### src/rtl/stack_seq_pkg.sv
// Shared op and state encodings for the stack sequencer, plus a byte-count helper.
package stack_seq_pkg;

  typedef enum logic [2:0] {
    OP_PUSH   = 3'b000,
    OP_POP    = 3'b001,
    OP_CALL   = 3'b010,
    OP_RET    = 3'b011,
    OP_LOADSP = 3'b100
  } op_e;

  typedef enum logic [2:0] {
    S_IDLE = 3'd0,
    S_DEC  = 3'd1,
    S_WR   = 3'd2,
    S_RD   = 3'd3,
    S_INC  = 3'd4,
    S_LOAD = 3'd5,
    S_ERR  = 3'd6
  } state_e;

  // CALL/RET move a two-byte return address; PUSH/POP move a single byte.
  function automatic logic [1:0] op_bytes(input logic [2:0] op);
    if ((op == OP_CALL) || (op == OP_RET)) begin
      return 2'd2;
    end else begin
      return 2'd1;
    end
  endfunction

endpackage

### src/rtl/stack_depth_guard.sv
// Stack depth counter and overflow/underflow guard; active only with STACK_GUARD_EN,
// otherwise depth is tied to 0 and every request is allowed.
module stack_depth_guard
  import stack_seq_pkg::*;
#(
  parameter int DEPTH_W   = 8,
  parameter int DEPTH_MAX = 255
) (
  input  logic               clk,
  input  logic               reset,
  input  logic               inc,
  input  logic               dec,
  input  logic               clr,
  input  logic [2:0]         op,
  output logic [DEPTH_W-1:0] depth,
  output logic               ok
);

`ifdef STACK_GUARD_EN
  logic [DEPTH_W:0] need;
  logic [DEPTH_W:0] room;

  always_comb begin
    need = (DEPTH_W+1)'(op_bytes(op));
    room = (DEPTH_W+1)'(DEPTH_MAX) - {1'b0, depth};
    if ((op == OP_PUSH) || (op == OP_CALL)) begin
      ok = (need <= room);
    end else if ((op == OP_POP) || (op == OP_RET)) begin
      ok = (need <= {1'b0, depth});
    end else begin
      ok = 1'b1;
    end
  end

  always_ff @(posedge clk) begin
    if (!reset) begin
      depth <= '0;
    end else if (clr) begin
      depth <= '0;
    end else if (inc) begin
      depth <= depth + DEPTH_W'(1);
    end else if (dec) begin
      depth <= depth - DEPTH_W'(1);
    end else begin
      depth <= depth;
    end
  end
`else
  logic unused_guard;
  assign unused_guard = ^{clk, reset, inc, dec, clr, op};
  assign depth        = '0;
  assign ok           = 1'b1;
`endif

endmodule

### src/rtl/stack_sequencer.sv
// Stack pointer / memory strobe sequencer for PUSH, POP, CALL, RET and LOADSP.
// Optional depth guard enabled by defining STACK_GUARD_EN.
module stack_sequencer
  import stack_seq_pkg::*;
#(
  parameter int DEPTH_W   = 8,
  parameter int DEPTH_MAX = 255
) (
  input  logic               clk,
  input  logic               reset,
  input  logic               req,
  input  logic [2:0]         op,
  output logic               busy,
  output logic               done,
  output logic               sp_outn,
  output logic               sp_loadn,
  output logic               sp_cupn,
  output logic               sp_cdownn,
  output logic               mem_wen,
  output logic               mem_oen,
  output logic               byte_sel,
  output logic               rd_latch,
  output logic               fault,
  output logic [DEPTH_W-1:0] depth
);

  state_e     state;
  logic [2:0] op_r;
  logic       second;
  logic       last_byte;
  logic       ok;

  assign last_byte = (op_r == OP_PUSH) || (op_r == OP_POP) || second;

  stack_depth_guard #(
    .DEPTH_W  (DEPTH_W),
    .DEPTH_MAX(DEPTH_MAX)
  ) u_guard (
    .clk  (clk),
    .reset(reset),
    .inc  (state == S_WR),
    .dec  (state == S_INC),
    .clr  (state == S_LOAD),
    .op   (op),
    .depth(depth),
    .ok   (ok)
  );

  // Outputs are registered alongside the state so they describe the state being entered.
  always_ff @(posedge clk) begin
    if (!reset) begin
      state     <= S_IDLE;
      op_r      <= 3'b000;
      second    <= 1'b0;
      busy      <= 1'b0;
      done      <= 1'b0;
      fault     <= 1'b0;
      sp_outn   <= 1'b1;
      sp_loadn  <= 1'b1;
      sp_cupn   <= 1'b1;
      sp_cdownn <= 1'b1;
      mem_wen   <= 1'b1;
      mem_oen   <= 1'b1;
      byte_sel  <= 1'b0;
      rd_latch  <= 1'b0;
    end else begin
      done      <= 1'b0;
      sp_outn   <= 1'b1;
      sp_loadn  <= 1'b1;
      sp_cupn   <= 1'b1;
      sp_cdownn <= 1'b1;
      mem_wen   <= 1'b1;
      mem_oen   <= 1'b1;
      rd_latch  <= 1'b0;
      case (state)
        S_IDLE: begin
          if (req) begin
            op_r   <= op;
            second <= 1'b0;
            busy   <= 1'b1;
            case (op)
              OP_PUSH, OP_CALL: begin
                if (ok) begin
                  state     <= S_DEC;
                  sp_cdownn <= 1'b0;
                  byte_sel  <= (op == OP_CALL);
                end else begin
                  state <= S_ERR;
                  done  <= 1'b1;
                  fault <= 1'b1;
                end
              end
              OP_POP, OP_RET: begin
                if (ok) begin
                  state    <= S_RD;
                  sp_outn  <= 1'b0;
                  mem_oen  <= 1'b0;
                  rd_latch <= 1'b1;
                  byte_sel <= 1'b0;
                end else begin
                  state <= S_ERR;
                  done  <= 1'b1;
                  fault <= 1'b1;
                end
              end
              OP_LOADSP: begin
                state    <= S_LOAD;
                sp_loadn <= 1'b0;
                done     <= 1'b1;
              end
              default: begin
                state <= S_ERR;
                done  <= 1'b1;
                fault <= 1'b1;
              end
            endcase
          end else begin
            state <= S_IDLE;
            busy  <= 1'b0;
          end
        end
        S_DEC: begin
          state   <= S_WR;
          sp_outn <= 1'b0;
          mem_wen <= 1'b0;
          done    <= last_byte;
        end
        S_WR: begin
          if (last_byte) begin
            state    <= S_IDLE;
            busy     <= 1'b0;
            byte_sel <= 1'b0;
          end else begin
            // CALL: high byte written, now the low byte.
            state     <= S_DEC;
            second    <= 1'b1;
            byte_sel  <= 1'b0;
            sp_cdownn <= 1'b0;
          end
        end
        S_RD: begin
          state   <= S_INC;
          sp_cupn <= 1'b0;
          done    <= last_byte;
        end
        S_INC: begin
          if (last_byte) begin
            state    <= S_IDLE;
            busy     <= 1'b0;
            byte_sel <= 1'b0;
          end else begin
            // RET: low byte read, now the high byte.
            state    <= S_RD;
            second   <= 1'b1;
            byte_sel <= 1'b1;
            sp_outn  <= 1'b0;
            mem_oen  <= 1'b0;
            rd_latch <= 1'b1;
          end
        end
        S_LOAD, S_ERR: begin
          state    <= S_IDLE;
          busy     <= 1'b0;
          byte_sel <= 1'b0;
        end
        default: begin
          state    <= S_IDLE;
          busy     <= 1'b0;
          byte_sel <= 1'b0;
        end
      endcase
    end
  end

endmodule

### config.mk
export PLATFORM = sky130hd
export DESIGN_NAME = stack_sequencer
export DESIGN_NICKNAME = d
export VERILOG_FILES = /design/src/rtl/stack_seq_pkg.sv /design/src/rtl/stack_depth_guard.sv /design/src/rtl/stack_sequencer.sv
export SDC_FILE = /design/constraint.sdc
export NUM_CORES = 1
export LEC_CHECK = 0
export CAP_MARGIN = 30
export CORE_ASPECT_RATIO = 1.4
export CORE_MARGIN = 3
export CORE_UTILIZATION = 29
export CTS_CLUSTER_DIAMETER = 40
export DETAILED_ROUTE_END_ITERATION = 7
export GPL_TIMING_DRIVEN = 0
export PLACE_DENSITY = 0.62
export SETUP_SLACK_MARGIN = 0.1
export SLEW_MARGIN = 40
export SYNTH_ARGS = -nofsm -noshare
export SYNTH_HDL_FRONTEND = slang
export SYNTH_SLANG_ARGS = --single-unit
### constraint.sdc
create_clock -name clk -period 1.6 [get_ports clk]
set_input_delay 0.16 -clock clk [delete_from_list [all_inputs] [get_ports clk]]
set_output_delay 0.16 -clock clk [all_outputs]
set_load 0.02 [all_outputs]
==> results of run 1 <==
[state kept, by name, summed over array words and instances, names as in the netlist]
| register | cells |
|---|---|
| busy | 1 |
| state | 3 |
| done | 1 |
| sp_outn | 1 |
| sp_cupn | 1 |
| sp_cdownn | 1 |
| sp_loadn | 1 |
| byte_sel | 1 |
| rd_latch | 1 |
| mem_oen | 1 |
| op_r | 2 |
| fault | 1 |
| mem_wen | 1 |
| second | 1 |
[layer usage]
layer  vias to the layer above  GRT usage
li1                        348          -
met1                       307      0.113
met2                        25      0.203
met3                         9     0.0261
met4                         0     0.0741
met5                         -          0
[cell usage in the layout (no fill, tap or decap), types with 2 or more instances in the layout]
cell / synthesis / final
buf_4: 9 / 10
o21bai_1: 2 / 2
conb_1: 1 / 8
a21oi_1: 7 / 7
o21ai_0: 3 / 3
nor2b_1: 2 / 2
nor2_1: 7 / 7
a22oi_1: 2 / 2
nand2_1: 9 / 9
inv_1: 2 / 2
clkbuf_4: 0 / 3
dfxtp_1: 17 / 17
nand3_1: 3 / 3
nand2b_1: 2 / 2
clkdlybuf4s50_1: 0 / 15
[power groups by stage]
stage / registers [W] / logic [W] / clock network, W
floorplan: 0.000505 / 0.000153 / 0
global placement: 0.000484 / 0.000250 / 0
detailed placement: 0.000485 / 0.000251 / 0
CTS: 0.000475 / 0.000252 / 0.000240
global route: 0.000481 / 0.000280 / 0.000264
finish: 0.000475 / 0.000257 / 0.000241
[kinds of logic after synthesis]
kind of cell,Yosys count,synth area share
buffers and inverters,14,0.119
DFF,17,0.426
xor gates and xnor gates,1,0.0110
and+or+nand+nor,34,0.249
AOI/OAI and AO/OA,22,0.191
other,1,0.00469
[worst max-delay path by stage]
stage | from | to | slack, ns | cells past startpoint
3_3_place_gp | req | sp_loadn | -0.17 | 4
2_1_floorplan | state[2] | sp_loadn | 0.27 | 3
5_1_grt | fault | fault | 0.13 | 1
6_report | state[2] | state[1] | 0.18 | 4
4_1_cts | req | sp_loadn | 0.15 | 4
3_5_place_dp | req | sp_loadn | -0.17 | 4
[stage by stage]
stage,utilization,hold WS [ns],setup WS (ns)
floorplan,-,0.265,0.267
global placement,0.408,0.453,-0.169
detailed placement,0.408,0.455,-0.167
CTS,0.419,0.177,0.148
global route,0.424,0.188,0.126
finish,0.424,0.169,0.178
[what timing repair did]
action | CTS | global route
setup endpoints to repair | 0 | 2
resized for setup | 0 | 1
setup buffers | 0 | 1
[cell type report]
cell class	count	area [um^2]
fillers	256	1440
multi-input cells	65	395
flip-flops and latches	17	340
repair buffers	16	158
plain buffers	12	87.6
well taps	34	42.5
clock buffers	3	22.5
inverters	2	7.51
clock inverters	1	5.00
==> results.yml, run 1 <==
run_status:
  status: "finished, final reports clean"
cts:
  cts_sinks: 17
  ctsLongestPathBuffers: 2
  insertion_delay_ns: 0.30
  cts_hold_buffers: 0
  clk_pin_slew_ns: 0.11
  cts.htree.levels: 1
  clock_tree.root_cell: "clkbuf_4"
  clock_tree_from_tritoncts: "built"
  clock_buffers_created_by_tritoncts: 3
detailed_routing:
  vias: 689
  wl_per_cell_um: 11.4
  drtPass1Iterations: 5
  met3_layer_wire_length_in_the_routed_design_um: 119
  residual_antenna_violating_net_count_after_detailed_routing: 0
  routed.top_layer: "met4"
  postRouteWirelength_um: 1710
  drc_errors: 0
  drt_first_iter_violations: 14
  post_drt_via_cell_ratio: 4.59
  wl_met1_um: 672
  detailroute.wirelength.met2_um: 853
finish:
  n_antenna_cell: 0
  fin_area_mm2: 0.00106
  final_cell_count_no_fill: 150
  post_route_cells_drive_above_1_share: 0.190
  flow.area_growth_from_synthesis_pct: 32.4
  finalNetCount: 123
die:
  floorplan.rows: 21
  io-pin-count: 25
  die_x_um: 50.4
  dieArea_mm2: 0.00343
  chipHeight_um: 68.1
  start_util: 0.320
  core_area_mm2: 0.00250
grt:
  overflow: 0
  groute.usage.overall: 0.111
  vias_in_the_first_global_route: 671
  pin_count_of_the_biggest_net_entering_global_routing: 11
  grt_pass1_wl_um: 2870
  antenna_violations_before_repair: 0
worst_setup_path:
  critPathKind: "flip-flop to flip-flop"
  setup.reg_to_reg.worst_slack_ns: 0.18
  crit_required_ns: 1.81
  critPathMaxFanout: 10
  critical_path_arrival_ns: 1.63
  r2r_cells: 4
  critical_path.reg2reg.startpoint: "state[2]"
  cp_slowest_stage_delay_ns: 0.44
  worst_path_dominant_cell_family: "compound AO/OA/AOI/OAI gates"
  cp_num_buf_inv: 1
  timing.critical_path.slowest_stage_cell: "dfxtp_1"
  critPathCaptureType: "flip-flop"
  worstPathCellList: "buf_6 > nor3_1 > a32o_1 > o311a_1"
  reg2reg_to: "state[1]"
  element_type_at_the_critical_path_start: "flip-flop"
yosys:
  post_synth_main_area_contributors: "dfxtp_1 (43%), buf_4 (8.5%), a21oi_1 (4.4%), nand2_1 (4.2%), nor2_1 (3.3%)"
  synth_common_cells: "dfxtp_1 (17), buf_4 (9), nand2_1 (9)"
  synth.yosys.seq_area_share: 0.426
  yosysTopAreaCellShare: 0.426
  synth_flop_cell: "dfxtp_1"
  most_repeated_cell_in_the_gate_level_netlist_after_synthesis: "dfxtp_1"
  avgSynthCellArea_um2: 8.98
  asyncSetResetFlopFracSynth: 0
  netlist_instances: 89
  count_of_different_cell_masters_after_synthesis: 35
  yosysTopAreaCell: "dfxtp_1"
  syn_area_um2: 800
  yosys_warnings: 0
  ys_ff_latch: 17
  synth_enable_flop_cells: 0
placed_design:
  dp_cell_count: 145
  placement.cell_area_mm2: 0.00102
  place.port_buffers: 15
  detailedPlacementHpwl_um: 1300
  gp_routability_congestion: 0.805
power_and_ir_drop:
  power.clock.fraction: 0.248
  post-layout-total-power_w: 0.000973
  power.sequential.fraction: 0.488
  p_sw_w: 0.000305
  p_leak_nw: 0.432
  switching_share: 0.314
  p_per_area_mw_per_mm2: 919
  power.ir.vdd_worst_uv: 399
  comb_power_share: 0.264
  p_int_w: 0.000668
sta:
  grt_setup_unrepaired: "false"
  max_freq_mhz: 703
  finalSetupViolCount: 0
  finalHoldViolCount: 0
  maxSlewViolCount: 0
  finClkSkew_ns: 0.00823
  totalNegativeSetupSlack_ns: 0
  timing.final.crit_share: 0.889
  period_needed_ns: 1.42
run:
  max_cap_violations: 0
hold_path:
  whs_endpoint: "mem_oen"
  worst_hold_startpoint: "reset"
  worst_hold_path_type: "input pin to flip-flop"
  timing.hold.worst_path_depth: 2
Note: power is estimated with default switching activity, not from simulation.
==> run 2: changes to the inputs <==
--- a/config.mk
+++ b/config.mk
@@ -11,8 +11,10 @@
 export CORE_UTILIZATION = 29
 export CTS_CLUSTER_DIAMETER = 40
 export DETAILED_ROUTE_END_ITERATION = 7
+export DONT_BUFFER_PORTS = 1
 export GPL_TIMING_DRIVEN = 0
-export PLACE_DENSITY = 0.62
+export HOLD_SLACK_MARGIN = 0.15
+export PLACE_DENSITY = 0.51
 export SETUP_SLACK_MARGIN = 0.1
 export SLEW_MARGIN = 40
 export SYNTH_ARGS = -nofsm -noshare
==> run 2 against run 1 <==
Against the previous run: cell area down 10%; total power down 4.4%; clock power down 3%; non-clock buffer count down 11; critical path depth unchanged; hold slack worse by 0.010 ns; core utilization down 4.4 points; largest cell class unchanged; highest routed layer unchanged; via count down 5.2%.
==> results.yml, run 2 (synthesis results as in run 1) <==
die:
  io-pin-count: 25
  floorplan.rows: 21
  die_x_um: 50.4
  core_area_mm2: 0.00250
  start_util: 0.320
  chipHeight_um: 68.1
  dieArea_mm2: 0.00343
hold_path:
  whs_endpoint: "byte_sel"
  worst_hold_startpoint: "req"
  worst_hold_path_type: "input pin to flip-flop"
  timing.hold.worst_path_depth: 3
placed_design:
  dp_cell_count: 130
  detailedPlacementHpwl_um: 1280
  gp_routability_congestion: 0.834
  place.port_buffers: 0
power_and_ir_drop:
  p_leak_nw: 0.389
  power.sequential.fraction: 0.538
  power.clock.fraction: 0.252
  p_int_w: 0.000637
  comb_power_share: 0.210
  p_sw_w: 0.000293
  power.ir.vdd_worst_uv: 367
  p_per_area_mw_per_mm2: 981
  switching_share: 0.315
sta:
  finalSetupViolCount: 0
  timing.final.crit_share: 0.880
  period_needed_ns: 1.41
  finClkSkew_ns: 0.00541
  maxSlewViolCount: 0
  finalHoldViolCount: 0
  totalNegativeSetupSlack_ns: 0
  max_freq_mhz: 710
  grt_setup_unrepaired: "false"
detailed_routing:
  residual_antenna_violating_net_count_after_detailed_routing: 0
  vias: 653
  postRouteWirelength_um: 1780
  post_drt_via_cell_ratio: 4.70
  wl_per_cell_um: 12.8
  drtPass1Iterations: 4
  drc_errors: 0
  drt_first_iter_violations: 4
finish:
  largest_register_ffs: 3
  largest-register: "state"
  final_cell_mix: "dfxtp_1 (17), buf_4 (10), nand2_1 (9)"
  finalNetCount: 112
  flow.area_growth_from_synthesis_pct: 18.6
  final_cell_count_no_fill: 139
  layout_commonest_cell: "dfxtp_1"
  post_route_cells_drive_above_1_share: 0.210
  reg.largest.list: "state: 3 flops, op_r: 2 flops"
  n_antenna_cell: 0
worst_setup_path:
  critical_path.reg2reg.startpoint: "state[2]"
  critPathCaptureType: "flip-flop"
  critPathKind: "flip-flop to flip-flop"
  reg2reg_to: "state[1]"
  element_type_at_the_critical_path_start: "flip-flop"
  r2r_cells: 4
  critical_path_arrival_ns: 1.60
  critPathMaxFanout: 10
  setup.reg_to_reg.worst_slack_ns: 0.19
  crit_required_ns: 1.79
cts:
  clk_pin_slew_ns: 0.10
  ctsLongestPathBuffers: 2
  clock_buffers_created_by_tritoncts: 3
  cts_sinks: 17
  clock_tree_from_tritoncts: "built"
  cts.htree.levels: 1
  insertion_delay_ns: 0.29
  clock_tree.root_cell: "clkbuf_4"
run:
  max_cap_violations: 0
grt:
  antenna_violations_before_repair: 0
  pin_count_of_the_biggest_net_entering_global_routing: 11
  groute.usage.overall: 0.118
  overflow: 0
  vias_in_the_first_global_route: 629
  grt_pass1_wl_um: 2990
run_status:
  status: "finished, final reports clean"
run 2: worst max-delay path, stage by stage, from the launching register on:
cell and delay [ns]:
dfxtp_1 0.43, buf_6 0.16, nor3_1 0.07, a32o_1 0.30
o311a_1 0.35
run 2: worst max path at each step:
stage,start,cells past startpoint,endpoint,slack [ns]
2_1_floorplan,state[2],3,sp_loadn,0.27
3_3_place_gp,state[2],3,sp_loadn,0.16
3_5_place_dp,state[2],3,sp_loadn,0.15
4_1_cts,state[2],3,sp_loadn,0.14
5_1_grt,state[2],4,state[1],0.12
6_report,state[2],4,state[1],0.19
run 2: timing repair:
action,in CTS,in global routing
buffers inserted,0,1
resized for setup,0,1
hold endpoints to repair,7,0
hold buffers,4,0
endpoints found under the setup margin,0,2
run 2: stage by stage:
step / cell area [um^2] / power, W / setup slack, ns / utilization / hold WS, ns
after CTS: 936 / 0.000934 / 0.135 / 0.375 / 0.160
after global routing: 948 / 0.000993 / 0.117 / 0.380 / 0.164
after floorplan: 826 / 0.000657 / 0.267 / - / 0.265
final: 948 / 0.000930 / 0.192 / 0.380 / 0.159
after detailed placement: 868 / 0.000690 / 0.146 / 0.348 / 0.268
after global placement: 868 / 0.000687 / 0.162 / 0.348 / 0.268
run 2: power by group through the flow:
stage	logic (W)	clock network (W)	registers (W)
detailed placement	0.000179	0	0.000511
global placement	0.000177	0	0.000510
CTS	0.000190	0.000243	0.000501
finish	0.000195	0.000234	0.000500
floorplan	0.000153	0	0.000505
global route	0.000218	0.000269	0.000506
run 2: cell type report:
class / instances / area, um^2
multi-input cells: 65 / 395
plain buffers: 12 / 87.6
flip-flops and latches: 17 / 340
repair buffers: 5 / 47.5
well taps: 34 / 42.5
clock buffers: 3 / 22.5
inverters: 2 / 7.51
clock inverters: 1 / 5.00
fillers: 255 / 1550
run 2: metal layers:
metal  vias to the layer above  GRT usage  part of all wire
met5                         -          0                 0
met4                         0     0.0875             0.034
met3                         7     0.0283             0.049
met2                        20      0.201              0.51
met1                       301      0.127              0.41
li1                        325          -                 -
